$ cat src/rtl/warp_barrier_unit_pkg.sv
// Shared barrier types and width helpers for the warp barrier unit.
package VX_gpu_pkg;

  typedef enum logic [1:0] {
    BAR_SYNC   = 2'd0,
    BAR_ARRIVE = 2'd1,
    BAR_WAIT   = 2'd2
  } bar_op_t;

  function automatic int width_of(input int n);
    return (n > 1) ? $clog2(n) : 1;
  endfunction

  localparam int NUM_WARPS_DEF    = 4;
  localparam int NUM_BARRIERS_DEF = 4;
  localparam int NW_WIDTH         = width_of(NUM_WARPS_DEF);
  localparam int NB_WIDTH         = width_of(NUM_BARRIERS_DEF);

endpackage

$ cat src/rtl/warp_barrier_unit_slot.sv
// One barrier slot: arrival count, waiting masks, generation and completion detect.
// BARRIER_ASYNC_EN enables BAR_ARRIVE/BAR_WAIT and the generation token.
module warp_barrier_slot
  import VX_gpu_pkg::*;
#(
  parameter int NUM_WARPS = 4,
  parameter int XLEN      = 32,
  parameter int NWW       = 2
) (
  input  logic                 clk_i,
  input  logic                 reset_i,
  input  logic                 cmd_i,
  input  bar_op_t              op_i,
  input  logic [NWW-1:0]       wid_i,
  input  logic [NWW-1:0]       size_m1_i,
  input  logic [XLEN-1:0]      token_i,
  output logic [XLEN-1:0]      gen_o,
  output logic                 complete_o,
  output logic [NUM_WARPS-1:0] release_mask_o,
  output logic [NUM_WARPS-1:0] stall_set_o
);

  logic [NWW-1:0]       count_q, count_d;
  logic [NUM_WARPS-1:0] sync_mask_q, sync_mask_d;
  logic [NUM_WARPS-1:0] wid_oh, waiters;
  logic                 is_sync, is_wait, wait_hit, arrival;

  assign wid_oh     = NUM_WARPS'(1) << wid_i;
  assign arrival    = cmd_i & ~is_wait;
  assign complete_o = arrival & (count_q == size_m1_i);

`ifdef BARRIER_ASYNC_EN
  logic [NUM_WARPS-1:0] wait_mask_q, wait_mask_d;
  logic [XLEN-1:0]      gen_q, gen_d;

  assign is_sync  = (op_i == BAR_SYNC);
  assign is_wait  = (op_i == BAR_WAIT);
  // A stale token means the generation already completed: nothing to wait for.
  assign wait_hit = cmd_i & is_wait & (token_i == gen_q);
  assign waiters  = wait_mask_q;
  assign gen_o    = gen_q;

  always_comb begin
    wait_mask_d = wait_mask_q;
    gen_d       = gen_q;
    if (complete_o) begin
      wait_mask_d = '0;
      gen_d       = gen_q + 1'b1;
    end else if (wait_hit) begin
      wait_mask_d = wait_mask_q | wid_oh;
    end
  end

  always_ff @(posedge clk_i) begin
    if (reset_i) begin
      wait_mask_q <= '0;
      gen_q       <= '0;
    end else begin
      wait_mask_q <= wait_mask_d;
      gen_q       <= gen_d;
    end
  end
`else
  logic unused_cfg;
  assign unused_cfg = ^{op_i, token_i};
  assign is_sync    = 1'b1;
  assign is_wait    = 1'b0;
  assign wait_hit   = 1'b0;
  assign waiters    = '0;
  assign gen_o      = '0;
`endif

  always_comb begin
    count_d        = count_q;
    sync_mask_d    = sync_mask_q;
    release_mask_o = '0;
    stall_set_o    = wait_hit ? wid_oh : '0;
    if (complete_o) begin
      count_d        = '0;
      sync_mask_d    = '0;
      release_mask_o = sync_mask_q | waiters | (is_sync ? wid_oh : '0);
    end else if (arrival) begin
      count_d = count_q + 1'b1;
      if (is_sync) begin
        sync_mask_d = sync_mask_q | wid_oh;
        stall_set_o = wid_oh;
      end
    end
  end

  always_ff @(posedge clk_i) begin
    if (reset_i) begin
      count_q     <= '0;
      sync_mask_q <= '0;
    end else begin
      count_q     <= count_d;
      sync_mask_q <= sync_mask_d;
    end
  end

endmodule

$ cat src/rtl/warp_barrier_unit.sv
// Barrier responder: decodes warp-control barrier commands into per-slot state and
// merges slot stall/release results. BARRIER_ASYNC_EN enables async barrier ops.
module warp_barrier_unit
  import VX_gpu_pkg::*;
#(
  parameter int NUM_WARPS    = 4,
  parameter int NUM_BARRIERS = 4,
  parameter int XLEN         = 32,
  localparam int NWW         = width_of(NUM_WARPS),
  localparam int NBW         = width_of(NUM_BARRIERS)
) (
  input  logic                 clk_i,
  input  logic                 reset_i,
  input  logic                 ctl_valid_i,
  input  logic [NWW-1:0]       ctl_wid_i,
  input  logic                 bar_valid_i,
  input  bar_op_t              bar_op_i,
  input  logic [NBW-1:0]       bar_id_i,
  input  logic [NWW-1:0]       bar_size_m1_i,
  input  logic [XLEN-1:0]      bar_token_i,
  input  logic [NBW-1:0]       barrier_id_rd_i,
  output logic [XLEN-1:0]      arrive_token_o,
  output logic [NUM_WARPS-1:0] stalled_warps_o,
  output logic                 release_valid_o,
  output logic [NUM_WARPS-1:0] release_mask_o
);

  logic [NUM_WARPS-1:0] stalled_q, stalled_d;
  logic                 rel_valid_q, rel_valid_d;
  logic [NUM_WARPS-1:0] rel_mask_q, rel_mask_d;
  logic                 accept;

  logic [NUM_BARRIERS-1:0][XLEN-1:0]      gen_all;
  logic [NUM_BARRIERS-1:0][NUM_WARPS-1:0] rel_all, set_all;
  logic [NUM_BARRIERS-1:0]                cmpl_all;

  // A stalled warp cannot legally issue; anything it sends is discarded.
  assign accept = ctl_valid_i & bar_valid_i & ~stalled_q[ctl_wid_i];

  for (genvar g = 0; g < NUM_BARRIERS; g++) begin : g_slot
    warp_barrier_slot #(.NUM_WARPS(NUM_WARPS), .XLEN(XLEN), .NWW(NWW)) u_slot (
      .clk_i          (clk_i),
      .reset_i        (reset_i),
      .cmd_i          (accept && (bar_id_i == NBW'(g))),
      .op_i           (bar_op_i),
      .wid_i          (ctl_wid_i),
      .size_m1_i      (bar_size_m1_i),
      .token_i        (bar_token_i),
      .gen_o          (gen_all[g]),
      .complete_o     (cmpl_all[g]),
      .release_mask_o (rel_all[g]),
      .stall_set_o    (set_all[g])
    );
  end

  always_comb begin
    rel_mask_d = '0;
    stalled_d  = stalled_q;
    for (int b = 0; b < NUM_BARRIERS; b++) begin
      rel_mask_d = rel_mask_d | rel_all[b];
      stalled_d  = stalled_d | set_all[b];
    end
    stalled_d   = stalled_d & ~rel_mask_d;
    rel_valid_d = |cmpl_all;
  end

  always_ff @(posedge clk_i) begin
    if (reset_i) begin
      stalled_q   <= '0;
      rel_valid_q <= 1'b0;
      rel_mask_q  <= '0;
    end else begin
      stalled_q   <= stalled_d;
      rel_valid_q <= rel_valid_d;
      rel_mask_q  <= rel_mask_d;
    end
  end

  always @(posedge clk_i) begin
    if (!reset_i && ctl_valid_i && bar_valid_i)
      assert (!stalled_q[ctl_wid_i])
      else $warning("barrier command from stalled warp %0d dropped", ctl_wid_i);
  end

  assign arrive_token_o  = gen_all[barrier_id_rd_i];
  assign stalled_warps_o = stalled_q;
  assign release_valid_o = rel_valid_q;
  assign release_mask_o  = rel_mask_q;

endmodule

$ cat config.mk
export PLATFORM = sky130hd
export DESIGN_NAME = warp_barrier_unit
export DESIGN_NICKNAME = d
export VERILOG_FILES = /design/src/rtl/warp_barrier_unit_pkg.sv /design/src/rtl/warp_barrier_unit_slot.sv /design/src/rtl/warp_barrier_unit.sv
export SDC_FILE = /design/constraint.sdc
export NUM_CORES = 1
export LEC_CHECK = 0
export CORE_MARGIN = 2
export CORE_UTILIZATION = 43
export CTS_CLUSTER_DIAMETER = 100
export DETAILED_ROUTE_END_ITERATION = 8
export PLACE_DENSITY = 0.84
export SYNTH_ARGS = -nofsm -noshare
export SYNTH_HDL_FRONTEND = slang
export SYNTH_SLANG_ARGS = --single-unit
$ cat constraint.sdc
create_clock -name clk_i -period 6.1 [get_ports clk_i]
set_input_delay 0.61 -clock clk_i [delete_from_list [all_inputs] [get_ports clk_i]]
set_output_delay 0.61 -clock clk_i [all_outputs]
set_load 0.005 [all_outputs]
* After elaboration in Yosys (flattened, before gate mapping)
Cells that the tools add are included.
** Storage, ports and cells
- Bits in registers :: 33
** Cells by class
- Add/subtract/negate cells :: 4
- Order comparisons :: 2
- Equality and inequality tests :: 7
- Shift-type cells :: 1
- Muxes and demuxes :: 16
- Bitwise logic cells :: 20
- Reduce and logical (&&, ||, !) cells :: 10
** Operator list (count)
- 32-bit binary-select mux with 2-bit select :: 1
- 4-bit 2-to-1 mux :: 12
- 4-bit OR :: 11
- 32-bit 2-to-1 mux :: 1
- 2-bit by 1-bit adder with 2-bit output (second input constant) :: 4
- 2-bit equality test :: 4
- 2-bit OR reduction :: 4
- 1-bit AND :: 6
- 2-bit by 3-bit less-than comparator with 1-bit output (second input constant) :: 2
- 4-bit AND :: 1
- 2-bit equality test (second input constant) :: 2
- 1-bit logical AND :: 4
- 4-bit NOT :: 1
- 4-bit OR reduction :: 1
- 1-bit by 2-bit << shifter with 4-bit output (first input constant) :: 1
- 1-bit binary-select mux with 2-bit select :: 1
- 2-bit by 1-bit equality test with 1-bit output (second input constant) :: 1
- 2-bit zero test :: 1
- 1-bit 2-to-1 mux :: 1
- 1-bit NOT :: 1

* Longest topological paths before layout
- Depth after elaboration :: 12
- Depth in mapped cells :: 6
- Gate-level depth less buffers :: 5

* Hierarchy
A second synthesis with hierarchy kept.
** Second synthesis, totals
- Cell total of the unflattened synthesis :: 381
- Area total of the unflattened synthesis :: 3774.9 um2
** Modules (own cells, without submodules)
- warp_barrier_slot :: instances 4, cells an instance 75, area an instance 640.6 um2
- warp_barrier_unit :: instances 1, cells an instance 81, area an instance 1212.4 um2

* Worst setup path before layout
OpenSTA, ideal clock, no wires.
- Path type :: input-to-reg
- Start :: input ctl_wid_i[0]
- End :: register g_slot[3].u_slot.count_q[1]
- Library setup time :: 0.070 ns
- Arrival :: 2.198 ns
- Setup slack :: 3.832 ns
- Stages :: 5
- Path buffers :: 1
- Cells stage by stage :: mux4_2 -> or3_1 -> clkbuf_2 -> or4b_1 -> a21oi_1
** Between the ends
- Word-level cells in the longest chain between the ends :: 7
** RTL lines
- from (decl) :: line warp_barrier_unit.sv:15 : input logic [NWW-1:0] ctl_wid_i,
- 1-bit binary-select mux with 2-bit select (*) :: line warp_barrier_unit.sv:38 : assign accept = ctl_valid_i & bar_valid_i & ~stalled_q[ctl_wid_i];
- 1-bit 2-to-1 mux (implied by the code) (*) :: line warp_barrier_unit.sv:38
- 1-bit NOT (*) :: line warp_barrier_unit.sv:38
- 1-bit AND (*) :: line warp_barrier_unit.sv:38
- 1-bit logical AND (*) :: line warp_barrier_unit.sv:44 : .cmd_i (accept && (bar_id_i == NBW'(g))),
- 1-bit AND :: line warp_barrier_unit_slot.sv:30 : assign complete_o = arrival & (count_q == size_m1_i);
- 2-bit OR reduction (no line)
- to (signal assigned) :: line warp_barrier_unit_slot.sv:96 : count_q <= count_d;
- to (decl) :: line warp_barrier_unit_slot.sv:23 : logic [NWW-1:0] count_q, count_d;
Every way passes the cells marked *; elsewhere a longest branch is shown, timed or not. The select of a mux whose other input is x is not followed.
A chain may end at the register's enable or synchronous reset.

* Worst setup path in the final report
- Start :: input ctl_wid_i[0]
- End :: register g_slot[0].u_slot.count_q[1]
** Between the ends
- Word-level cells in the longest chain between the ends :: 7
** RTL lines (line)
- 1-bit binary-select mux with 2-bit select (*) :: warp_barrier_unit.sv:38
- 1-bit 2-to-1 mux (implied by the code) (*) :: warp_barrier_unit.sv:38
- 1-bit NOT (*) :: warp_barrier_unit.sv:38
- 1-bit AND (*) :: warp_barrier_unit.sv:38
- 1-bit logical AND (*) :: warp_barrier_unit.sv:44
- 1-bit AND :: warp_barrier_unit_slot.sv:30
- 2-bit OR reduction (no line)
- to (signal assigned) :: warp_barrier_unit_slot.sv:96
- to (decl) :: warp_barrier_unit_slot.sv:23
Marks and branches as above.

==> impl_results.md <==
- Min-Delay Path Class: flip-flop to flip-flop
- CP peak stage delay: ~0.79 ns
- Netlist cell types: 28
- Crit path max-delay cell type: nor2_1
- CTS root buf: clkbuf_8
- Max Cap Viol: 0
- Worst hold stages: 1
- Iter 0 DRT Violations: between 80 and 90
- Mapped Area: 1720 µm²
- Post-Synth Simple-Gate Area: a little under a fifth
- Main combinational cell family by area after synthesis: compound AO/OA/AOI/OAI gates
- ANT nets after route: 0
- CTS tree: done
- Routed WL: approximately 3500 µm
- Core area: 3740 µm²
- Max clock buf depth: 2
- DIE HEIGHT: roughly 67 µm
- Layout area overhead: 10.6%
- Final hold vios: 0
- Worst-path clk slew: about 0.070 ns
- Gr ovfl total: 0
- Non-filler cells in the finished layout: 271
- Placed cells: between 200 and 300
- Syn. warnings: 0
- Crit path max-delay family: simple AND/OR/NAND/NOR gates
- Pin count of the biggest net entering global routing: 19
- Gr busiest metal: met2
- Number of diodes: 0
- CP required: ~6.3 ns
- DRC errors left: 0
- Post-synthesis mux area share: under 10%
- GR Util met1: between 20% and 30%
- P_leak: 0.721 nW
- Crit path depth: 6
- Layout cells sized above 1: about 4.5%
- Clock Sink Count: 33
- Met2 usage: around a quarter
- Register area share after synthesis: between 30% and 40%
- # port buffers: 18
- Initial core utilization: a little under half
- WP data arrival: between 3 and 4 ns
- Critical path startpoint category: input pin
- Crit-path cells: clkdlybuf4s50_1, mux4_2, nor2_1, nand2_1, or4b_1, a21oi_1
- Max-slew headroom: roughly 33%
- Die Area: roughly 4500 µm²
- GR Layer Usage met3: approximately 6%
- Least-Margin Pin Slew: ~1.0 ns
- Post-Syn Area per Cell: about 8.3 µm²
- Total setup buffers inserted after CTS: 0
- Die Wd: 67.2 µm
- FP Rows: 22
- # setup viols final: 0
- RSZ-0062 raised after global routing: no
- Setup TNS: 0 ns
- Initial antenna violation count: 0
- Placer Congestion: roughly 0.8
- Clk_lat worst skew: roughly 0.28 ns
- Cell count of the worst reg-to-reg path: 5
- Drt wl/cell: 12.9 µm
- Vias per cell: between 5 and 6
- Post-CTS sizing: 0
- Post-synthesis compound-gate area fraction: between 20% and 30%
- Crit. End Element: flip-flop
- Final standard cell area without fillers: approximately 1900 µm²
- Synth Area in XOR/XNOR: 4.08%
- First-pass GRT wire length: between 5000 and 6000 µm
- Pwr Density: roughly 230 nW/µm²
- Final Max Tran Viols: 0
- DP Area: roughly 1800 µm²
- Post-layout min period: ~3.6 ns
- Max Freq: 276 MHz
- 1st-pass router iterations: 4
- Final period util: 59.5%
- Boundary Pins: 87
- Worst Path Buf+Inv: 1
- DP HPWL: ~2500 µm
- Via count: 1,425
- Vias in the first global route: ~1,200
- CTS Hold Bufs: 0
- Clock Skew: between 0.003 and 0.004 ns
- Most frequent cells in the layout: dfxtp_1, conb_1, nor2_1, o21ai_0, clkdlybuf4s50_1
- Final net count: roughly 270
- Status: completed
- FF+latch count, synth: 33
- Gr usage total: 17.0%
- Syn Inst Count: between 200 and 250
- H-tree levels: 2
- Commonest non-fill, non-tap cell in the layout: dfxtp_1
- Synth Area in Adders: 0%
- Maximum VDD drop: ~0.14 mV
- Crit path kind: input pin to flip-flop
- Num CTS Buffers: 5
- Crit Path Max Fanout: 15
flip-flops by register name, indices dropped and copies added (netlist names):
| register | count |
|---|---|
| g_slot.u_slot.count_q | 8 |
| g_slot.u_slot.sync_mask_q | 16 |
| release_mask_o | 4 |
| release_valid_o | 1 |
| stalled_warps_o | 4 |
cell type report:
class | count | area [µm²]
repair buffers | 18 | 180
fillers | 361 | 1840
flip-flops and latches | 33 | 661
well taps | 48 | 60.1
inverters | 1 | 3.75
multi-input cells | 163 | 893
clock inverters | 1 | 5.00
clock buffers | 7 | 96.3
power breakdown:
| part | switching, mW | internal (mW) | total, mW | leakage, nW |
|---|---|---|---|---|
| Sequential | 0.00286 | 0.219 | 0.222 | 0.267 |
| Clock | 0.0769 | 0.102 | 0.179 | 0.0542 |
| Combinational | 0.0283 | 0.0171 | 0.0455 | 0.401 |
| Total | 0.108 | 0.338 | 0.446 | 0.721 |
synth_stat cells:
cell type	number	area, µm²
a211oi_1	4	30.0
a21oi_1	14	70.1
a31oi_1	5	31.3
and2_1	5	31.3
and3_1	2	12.5
buf_1	1	3.75
buf_4	32	240
clkbuf_1	7	26.3
clkbuf_2	1	5.00
conb_1	1	3.75
dfxtp_1	33	661
inv_1	1	3.75
mux4_2	1	22.5
nand2_1	7	26.3
nand2b_1	3	18.8
nand4_1	4	25.0
nor2_1	20	75.1
nor2b_1	3	18.8
nor3_1	9	45.0
nor4_1	1	6.26
nor4b_1	1	8.76
o21a_1	16	120
o21ai_0	20	100
or2_2	1	6.26
or3_1	4	25.0
or4b_1	3	30.0
xnor2_1	4	35.0
xor2_1	4	35.0
through the flow:
stage / power [mW] / hold WS [ns] / worst slack [ns] / util, %
after CTS: 0.449 / 0.464 / 2.49 / 50.7
after global routing: 0.465 / 0.478 / 2.23 / 50.7
after detailed placement: 0.271 / 0.449 / 2.21 / 48.0
final: 0.446 / 0.462 / 2.47 / 50.7
after floorplan: 0.270 / 0.435 / 3.83 / -
after global placement: 0.271 / 0.440 / 2.25 / 48.0
layer usage:
layer,vias up,routed length (µm)
li1,686,-
met1,692,1560
met2,41,1650
met3,6,238
met4,0,44
met5,-,0
kinds of logic after synthesis:
group | after synthesis
compound gates | 59
other cells | 1
buf+inv | 42
xor+xnor | 8
simple gates | 63
mux | 1
flops | 33
worst paths after layout:
kind | to | start | slack [ns]
worst min register to register | g_slot[2].u_slot.sync_mask_q[2] | g_slot[2].u_slot.sync_mask_q[2] | 0.46
worst max-delay path | g_slot[0].u_slot.count_q[1] | ctl_wid_i[0] | 2.47
worst min-delay path | g_slot[2].u_slot.sync_mask_q[2] | g_slot[2].u_slot.sync_mask_q[2] | 0.46
worst max register to register | g_slot[0].u_slot.count_q[1] | stalled_warps_o[3] | 3.29
Note: power is estimated with default switching activity, not from simulation.
